### config.mk
export PLATFORM = sky130hd
export DESIGN_NAME = axi_stream2ui_slave
export DESIGN_NICKNAME = d
export VERILOG_FILES = /design/src/rtl/axi_stream2ui_slave.sv
export SDC_FILE = /design/constraint.sdc
export NUM_CORES = 1
export LEC_CHECK = 0
export BUFFER_PORTS_ARGS = -buffer_cell sky130_fd_sc_hd__clkbuf_2
export CORE_MARGIN = 8
export CORE_UTILIZATION = 52
export CTS_CLUSTER_DIAMETER = 30
export DETAILED_ROUTE_END_ITERATION = 16
export PLACE_DENSITY_LB_ADDON = 0.08
export SETUP_SLACK_MARGIN = 0.2
export SYNTH_ARGS = -nofsm -noshare
export SYNTH_HDL_FRONTEND = slang
export SYNTH_SLANG_ARGS = --single-unit
### constraint.sdc
create_clock -name S_AXIS_ACLK -period 2.6 [get_ports S_AXIS_ACLK]
set_input_delay 0.26 -clock S_AXIS_ACLK [delete_from_list [all_inputs] [get_ports S_AXIS_ACLK]]
set_output_delay 0.26 -clock S_AXIS_ACLK [all_outputs]
set_load 0.05 [all_outputs]
### src/rtl/axi_stream2ui_slave.sv
// ---------------------------------------------------------------------------
// axi_stream2ui_slave
//
// Purpose: AXI-Stream slave that buffers incoming beats in a small show-ahead
// FIFO and presents them on a valid/ready "UI" word interface. The
// frame-length checker can be compiled in optionally. It tracks beats per
// frame, forces a frame end on overrun, discards the overrun tail and flags
// length errors.
//
// Build option: define AXIS2UI_FRAME_CHECK_EN to enable the frame-length
// checker. When it is undefined, TLAST passes straight through, o_frame_err
// is tied 0, and o_frame_cnt counts TLAST beats.
//
// Ports:
//   S_AXIS_ACLK       sole clock
//   S_AXIS_ARESETN    asynchronous active-low reset
//   S_AXIS_TVALID/TDATA/TSTRB/TLAST/TREADY  AXI-Stream slave (TSTRB ignored)
//   o_ui_dvld/o_ui_data/o_ui_dlast  head word of FIFO (show-ahead)
//   i_ui_drdy         UI consumer ready; pops on o_ui_dvld && i_ui_drdy
//   o_frame_err       sticky frame-length error
//   i_err_clr         one-cycle pulse, clears o_frame_err (set wins)
//   o_frame_cnt       frames received, wraps at 16 bits
// ---------------------------------------------------------------------------
module axi_stream2ui_slave #(
  parameter int UI_FRAME_SIZE        = 1024,
  parameter int UI_DATA_WIDTH        = 16,
  parameter int C_S_AXIS_TDATA_WIDTH = 32,
  parameter int FIFO_DEPTH           = 8
) (
  input  logic                              S_AXIS_ACLK,
  input  logic                              S_AXIS_ARESETN,
  input  logic                              S_AXIS_TVALID,
  input  logic [C_S_AXIS_TDATA_WIDTH-1:0]   S_AXIS_TDATA,
  input  logic [C_S_AXIS_TDATA_WIDTH/8-1:0] S_AXIS_TSTRB,
  input  logic                              S_AXIS_TLAST,
  output logic                              S_AXIS_TREADY,
  output logic                              o_ui_dvld,
  output logic [UI_DATA_WIDTH-1:0]          o_ui_data,
  output logic                              o_ui_dlast,
  input  logic                              i_ui_drdy,
  output logic                              o_frame_err,
  input  logic                              i_err_clr,
  output logic [15:0]                       o_frame_cnt
);

  localparam int ENTRY_W = UI_DATA_WIDTH + 1;
  localparam int AW      = $clog2(FIFO_DEPTH);

  logic [ENTRY_W-1:0] mem [FIFO_DEPTH];
  logic [AW:0]        wr_ptr, rd_ptr;
  logic               empty, full;
  logic               ready_en;
  logic               accept, store, store_last, pop;

  // TSTRB and the upper TDATA bits are intentionally unused.
  logic unused_inputs;
  assign unused_inputs = ^{S_AXIS_TSTRB, S_AXIS_TDATA, i_err_clr};

  // Extra pointer MSB distinguishes full from empty when the indices match.
  assign empty = (wr_ptr == rd_ptr);
  assign full  = (wr_ptr[AW] != rd_ptr[AW]) &&
                 (wr_ptr[AW-1:0] == rd_ptr[AW-1:0]);

  assign accept = S_AXIS_TVALID && S_AXIS_TREADY;
  assign pop    = !empty && i_ui_drdy;

  // Holds TREADY low during reset and raises it on the first edge after release.
  always_ff @(posedge S_AXIS_ACLK or negedge S_AXIS_ARESETN) begin
    // NOTE: sequential state uses non-blocking assignments so that every
    // flop samples pre-edge values regardless of block ordering.
    if (!S_AXIS_ARESETN) ready_en <= 1'b0;
    else                 ready_en <= 1'b1;
  end

`ifdef AXIS2UI_FRAME_CHECK_EN
  localparam int CNT_W = $clog2(UI_FRAME_SIZE + 1);
  localparam logic [CNT_W-1:0] LAST_IDX = CNT_W'(UI_FRAME_SIZE - 1);

  typedef enum logic [1:0] {S_IDLE, S_RECV, S_DROP} state_t;

  state_t           state;
  logic [CNT_W-1:0] count;
  logic             at_limit, err_evt;

  // count is 0 in S_IDLE, so this one compare also covers UI_FRAME_SIZE == 1.
  assign at_limit   = (count == LAST_IDX);
  assign store      = accept && (state != S_DROP);
  assign store_last = S_AXIS_TLAST || at_limit;
  // Early TLAST (TLAST before limit) or missing TLAST (limit without TLAST).
  assign err_evt    = store && (S_AXIS_TLAST != at_limit);

  assign S_AXIS_TREADY = ready_en && ((state == S_DROP) || !full);

  always_ff @(posedge S_AXIS_ACLK or negedge S_AXIS_ARESETN) begin
    if (!S_AXIS_ARESETN) begin
      state <= S_IDLE;
      count <= '0;
    end else begin
      case (state)
        S_IDLE, S_RECV: begin
          if (store) begin
            if (store_last) begin
              count <= '0;
              state <= S_AXIS_TLAST ? S_IDLE : S_DROP;
            end else begin
              count <= count + CNT_W'(1);
              state <= S_RECV;
            end
          end
        end
        S_DROP: begin
          if (accept && S_AXIS_TLAST) state <= S_IDLE;
        end
        default: state <= S_IDLE;
      endcase
    end
  end

  always_ff @(posedge S_AXIS_ACLK or negedge S_AXIS_ARESETN) begin
    if (!S_AXIS_ARESETN)  o_frame_err <= 1'b0;
    else if (err_evt)     o_frame_err <= 1'b1;
    else if (i_err_clr)   o_frame_err <= 1'b0;
  end
`else
  assign store         = accept;
  assign store_last    = S_AXIS_TLAST;
  assign S_AXIS_TREADY = ready_en && !full;
  assign o_frame_err   = 1'b0;
`endif

  // NOTE: the storage array is deliberately not reset; only the pointers
  // are, and the output mux hides stale contents while the FIFO is empty.
  always_ff @(posedge S_AXIS_ACLK) begin
    if (store) mem[wr_ptr[AW-1:0]] <= {store_last, S_AXIS_TDATA[UI_DATA_WIDTH-1:0]};
  end

  always_ff @(posedge S_AXIS_ACLK or negedge S_AXIS_ARESETN) begin
    if (!S_AXIS_ARESETN) begin
      wr_ptr      <= '0;
      rd_ptr      <= '0;
      o_frame_cnt <= '0;
    end else begin
      if (store)              wr_ptr      <= wr_ptr + (AW+1)'(1);
      if (pop)                rd_ptr      <= rd_ptr + (AW+1)'(1);
      if (store && store_last) o_frame_cnt <= o_frame_cnt + 16'd1;
    end
  end

  // Show-ahead head word; forced to zero while empty (including reset).
  assign o_ui_dvld               = !empty;
  assign {o_ui_dlast, o_ui_data} = empty ? '0 : mem[rd_ptr[AW-1:0]];

endmodule

Word-level counts from Yosys, hierarchy flattened

Memory sizes are Yosys's and may differ from the RTL's.
Index checks and enable logic that the tools add are counted.
W data, S select, Z words.

$add $sub $neg: 3
Equality and inequality tests: 3
Muxes and demuxes: 3
Reduce and logical (&&, ||, !) cells: 7

Operator list:

| cell                    | number |
|---|---|
| $mux W17                | 1 |
| $add A16 B1 Y16 const B | 1 |
| $add A4 B1 Y4 const B   | 2 |
| $logic_and A1 B1 Y1     | 5 |
| $eq A4 B4 Y1            | 1 |
| $eq A3 B3 Y1            | 1 |
| $logic_not A1 Y1        | 2 |
| $mux W1                 | 2 |
| $ne A1 B1 Y1            | 1 |

Register bits after elaboration: 25
Memory bits (writable): 136
Logic and storage cells: 21
Memories kept: 1

Memories:

| memory | words | bits a word | read ports | clocked after memory_dff | write ports | RTL line | source |
|---|---|---|---|---|---|---|---|
| mem    | 8     | 17          | 1          | 0                        | 1           | 49       | `logic [ENTRY_W-1:0] mem [FIFO_DEPTH];` |

Depth between registers and ports, before layout

Word-level depth: 7
Gate-level depth with buffers: 6

Worst setup path after synthesis

OpenSTA, ideal clock, no wires.

Kind: register -> register
From: reg rd_ptr[0]
To: mem mem[0][0] in the netlist's numbering (enable)
Arrival: 2.429 ns
Path slack: -0.241 ns
Cell stages (with the launch flop): 7
Path buffers: 2
Period minus slack after synthesis: 2.841 ns
Path through: dfrtp_1 buf_4 xnor2_1 a41oi_1 buf_4 nand2b_1 nor3_1

Cells in the longest elaborated chain, start to end: 7

RTL lines:

| item                          | RTL line | source |
|---|---|---|
| from (decl)                   | 50       | `logic [AW:0] wr_ptr, rd_ptr;` |
| from (signal assigned)        | 144      | `if (pop) rd_ptr <= rd_ptr + (AW+1)'(1);` |
| $eq A3 B3 Y1                  | 62       | `(wr_ptr[AW-1:0] == rd_ptr[AW-1:0]);` |
| $logic_and A1 B1 Y1           | 61       | `assign full = (wr_ptr[AW] != rd_ptr[AW]) &&` |
| $logic_not A1 Y1              | 127      | `assign S_AXIS_TREADY = ready_en && !full;` |
| $logic_and A1 B1 Y1           | 127      |  |
| $logic_and A1 B1 Y1           | 64       | `assign accept = S_AXIS_TVALID && S_AXIS_TREADY;` |
| $mux W1                       | 134      | `if (store) mem[wr_ptr[AW-1:0]] <= {store_last, S_AXIS_TDATA[UI_DATA_WIDTH-1:0]};` |
| $mux W1 (not written as such) | 134      |  |
| to (decl)                     | 49       |  |

No other way between the ends.

Final worst setup path

From: reg rd_ptr[0]
To: out o_ui_data[14]

Cells in the longest elaborated chain, start to end: 2
Elaborated cells between the ends (all ways): 3
Classes of those cells: eq/ne (1); mux (1); memory (1)

RTL lines:

| item                                                  | RTL line | source |
|---|---|---|
| $mem_v2 Z8 W17 / $eq A4 B4 Y1 (equally long branches) | n/a      |  |
| $mux W17 *                                            | 151      | `assign {o_ui_dlast, o_ui_data} = empty ? '0 : mem[rd_ptr[AW-1:0]];` |
| to (decl)                                             | 38       | `output logic [UI_DATA_WIDTH-1:0] o_ui_data,` |

Every way passes the cells marked *; elsewhere a longest branch is shown, timed or not.

==> results.yml <==
finish:
  finish.instance_area_mm2: 0.007831
  fin_nets: 471
  n_antenna_cell: 0
  area_growth_syn_to_layout_pct: 20.18
  final_layout_size_suffix_gt1_share_pct: 37.59
setup_path:
  crit_path_end_kind: "output pin"
  critical_path_cell_sequence: "buf_12 > mux4_2 > mux2i_1 > nor2_1 > clkbuf_4"
  setup.worst_path.start: "rd_ptr[0]"
  ff_to_ff_path_depth: 7
  timing.critical_path.max_delay_family: "multiplexers"
  worstPathRequired_ns: 2.34
  worst_r2r_startpoint: "rd_ptr[2]"
  critical_path.max_fanout: 18
  worstPathArrival_ns: 2.12
  cp.depth: 5
  critPathLaunchType: "register"
  criticalPathCategory: "reg2out"
  critical_path.max_stage_delay_ns: 0.53
  setup.reg_to_reg.worst_slack_ns: 0.39
  critPathSlowestCell: "sky130_fd_sc_hd__mux4_2"
  setup.worst_path.end: "o_ui_data[14]"
  timing.critical_path.buf_inv: 2
  rr_endpoint: "mem[3][0]"
synthesis:
  synth_area_leaders: "sky130_fd_sc_hd__edfxtp_1 63%, sky130_fd_sc_hd__mux4_2 12%, sky130_fd_sc_hd__dfrtp_1 9.6%"
  synth.ff_latch_count: 161
  async_reset_ff_share_pct: 15.53
  synth_cell_type_count: 35
  synthesis.yosys.warnings: 0
  postSynthCellCount: 343
  synth_most_common_cell: "sky130_fd_sc_hd__edfxtp_1"
  yosys.area.top_type_share_pct: 62.67
  synth-seq-area-share_pct: 72.27
  synth_enable_flop_cells: 136
  ys_top_cells_by_count: "136 x sky130_fd_sc_hd__edfxtp_1, 34 x sky130_fd_sc_hd__mux4_2, 25 x sky130_fd_sc_hd__dfrtp_1"
  post-synth-top-area-cell: "sky130_fd_sc_hd__edfxtp_1"
  post_syn_area_mm2: 0.006516
  synth_fp_nets: 388
  average_cell_area_after_synthesis_um2: 19.00
  dominantRegCellSynth: "sky130_fd_sc_hd__edfxtp_1"
global_route:
  grt_usage_pct: 15.73
  grt_antenna_before_repair: 0
  grt_pass1_wl_um: 18610
  grt_pass1_vias: 3358
  gr-total-overflow: 0
  maximum_number_of_pins_on_one_net_before_global_route_repair: 26
clock_network:
  clock_sinks: 161
  clockRootBuffer: "sky130_fd_sc_hd__clkbuf_16"
  cts.path.max_buffers: 2
  worst_skew_pair.late_latency_ns: 0.42
  cts-buffers-inserted: 17
  cts_max_level: 4
  worst_setup_hold_path_clk_slew_ns: 0.06
  tritoncts_clock_tree: "yes"
sta:
  finClkSkew_ns: 0.01003
  unrepaired_setup_endpoints_after_global_routing: "yes"
  fin_tns_setup_ns: 0
  slew_at_the_pin_closest_to_its_max_slew_limit_ns: 0.6067
  report.final.hold_viol_count: 0
  timing.final.max_slew_violations: 0
  finalSetupViolCount: 0
  fmax_mhz: 420.7
  max_slew_margin_pct: 59.55
  post-route-min-period_ns: 2.377
  timing.final.crit_share_pct: 91.42
die:
  boundary_pin_count: 78
  num_rows: 41
  placeableCoreArea_mm2: 0.01241
  floorplan.die.height_um: 127.9
  start_util_pct: 52.49
  die_span_x_um: 127.9
  dieArea_mm2: 0.01637
route:
  detail_route.iter0.violations: 198
  detail_routed_net_length_per_standard_cell_um: 20.00
  routed_wl_um: 12220
  remaining_drc_errors: 0
  vias_per_cell: 5.381
  via_count: 3288
  postRouteAntennaNets: 0
  drtPass1Iterations: 4
power:
  power.static_leakage_nw: 2.888
  worst_case_vdd_ir_drop_v: 0.0006511
  p_per_area_mw_per_mm2: 1232
place:
  placedInstanceArea_mm2: 0.007121
  buffer_ports.inserted: 55
  globalplace.congestion: 0.7052
  place.detailed.hpwl_um: 7485
run_status:
  run_status: "finished, final reports clean"
min_path:
  min_path_type: "in2reg"
run:
  drv.max_cap_violation_count: 0
repair_timing:
item,in CTS,in global routing
hold buffers,1,0
pin swaps,1,2
resized for setup,10,6
endpoints found under the setup margin,20,18
setup buffers,1,0
hold endpoints to repair,25,0
cells by family after synthesis:
logic type | Yosys count | synth area share [%]
DFF | 161 | 72.27
and+or+nand+nor | 69 | 5.953
muxes | 54 | 14.88
xor gates and xnor gates | 29 | 4.013
buffers and inverters | 24 | 2.055
adders and majority gates | 3 | 0.5761
other | 2 | 0.1153
AOI/OAI and AO/OA | 1 | 0.1344
sequential cells by signal, summed over array words and instances, names as in the netlist:
signal and cells:
wr_ptr 4, mem 136, rd_ptr 4, o_frame_cnt 16, ready_en 1
report_power, final:
| part | internal (mW) | switching (mW) | leakage [nW] | total [mW] |
|---|---|---|---|---|
| Sequential | 3.09 | 0.164 | 1.55 | 3.25 |
| Combinational | 1.33 | 2.43 | 1.04 | 3.76 |
| Clock | 1.62 | 1.02 | 0.302 | 2.64 |
| Total | 6.04 | 3.61 | 2.89 | 9.65 |
worst reg2reg max path, stage by stage, from the launching register on:
cell                       delay [ns]
sky130_fd_sc_hd__dfrtp_1         0.39
sky130_fd_sc_hd__buf_4           0.41
sky130_fd_sc_hd__xnor2_1         0.13
sky130_fd_sc_hd__a41oi_1         0.22
sky130_fd_sc_hd__buf_4           0.19
sky130_fd_sc_hd__nand2b_1        0.13
sky130_fd_sc_hd__nor2_1          0.17
sky130_fd_sc_hd__buf_4           0.27
area by class of cell:
class / count / area, µm²
Fill cell: 896 / 4583
Tap cell: 172 / 215.2
Inverter: 4 / 15.01
Clock buffer: 17 / 425.4
Timing Repair Buffer: 84 / 551.8
Multi-Input combinational cell: 158 / 1705
Clock inverter: 15 / 207.7
Sequential cell: 161 / 4711
metrics by stage:
step | setup slack, ns | hold WS [ns] | total power, mW | utilization (%) | cells
global placement | 0.1876 | 0.3118 | 6.946 | 57.36 | 577
detailed placement | 0.1908 | 0.3153 | 6.988 | 57.36 | 577
finish | 0.2231 | 0.1077 | 9.651 | 63.08 | 611
floorplan | 0.2125 | -0.03559 | 6.110 | - | 343
global route | 0.1695 | 0.1032 | 10.06 | 63.08 | 611
CTS | 0.1900 | 0.08788 | 9.744 | 62.95 | 611
per-layer routing:
layer	wire length [µm]	global-route usage [%]
met3	534	4.742
met5	0	0
met4	226	7.273
met2	5859	24.39
met1	5600	20.01
cell usage in the layout, fill, tap and decap left out, types with 3 or more instances in the layout:
cell,count
sky130_fd_sc_hd__buf_12,4
sky130_fd_sc_hd__bufinv_16,4
sky130_fd_sc_hd__clkbuf_2,51
sky130_fd_sc_hd__nand2_1,8
sky130_fd_sc_hd__nor2_1,22
sky130_fd_sc_hd__clkbuf_16,17
sky130_fd_sc_hd__clkinvlp_4,3
sky130_fd_sc_hd__xor2_1,14
sky130_fd_sc_hd__nand2b_1,3
sky130_fd_sc_hd__and4_1,3
sky130_fd_sc_hd__dfrtp_1,24
sky130_fd_sc_hd__nand3_1,9
sky130_fd_sc_hd__nor4_2,4
sky130_fd_sc_hd__edfxtp_1,136
sky130_fd_sc_hd__buf_2,3
sky130_fd_sc_hd__xnor2_1,13
sky130_fd_sc_hd__mux2i_1,17
sky130_fd_sc_hd__buf_4,23
sky130_fd_sc_hd__ha_1,3
sky130_fd_sc_hd__nor3_1,5
sky130_fd_sc_hd__mux4_2,34
sky130_fd_sc_hd__nand4_1,5
sky130_fd_sc_hd__inv_1,3
sky130_fd_sc_hd__inv_6,3
worst min-delay path by stage:
stage                               start             end  cells past startpoint  slack [ns]
final                     S_AXIS_TDATA[8]       mem[0][8]                      1        0.11
after global placement     S_AXIS_ARESETN  o_frame_cnt[0]                      1        0.31
after global routing      S_AXIS_TDATA[8]       mem[0][8]                      1        0.10
after detailed placement   S_AXIS_ARESETN  o_frame_cnt[0]                      1        0.32
after floorplan            S_AXIS_ARESETN  o_frame_cnt[0]                      0       -0.04
after CTS                 S_AXIS_TDATA[8]       mem[0][8]                      1        0.09
Note: power is estimated with default switching activity, not from simulation.
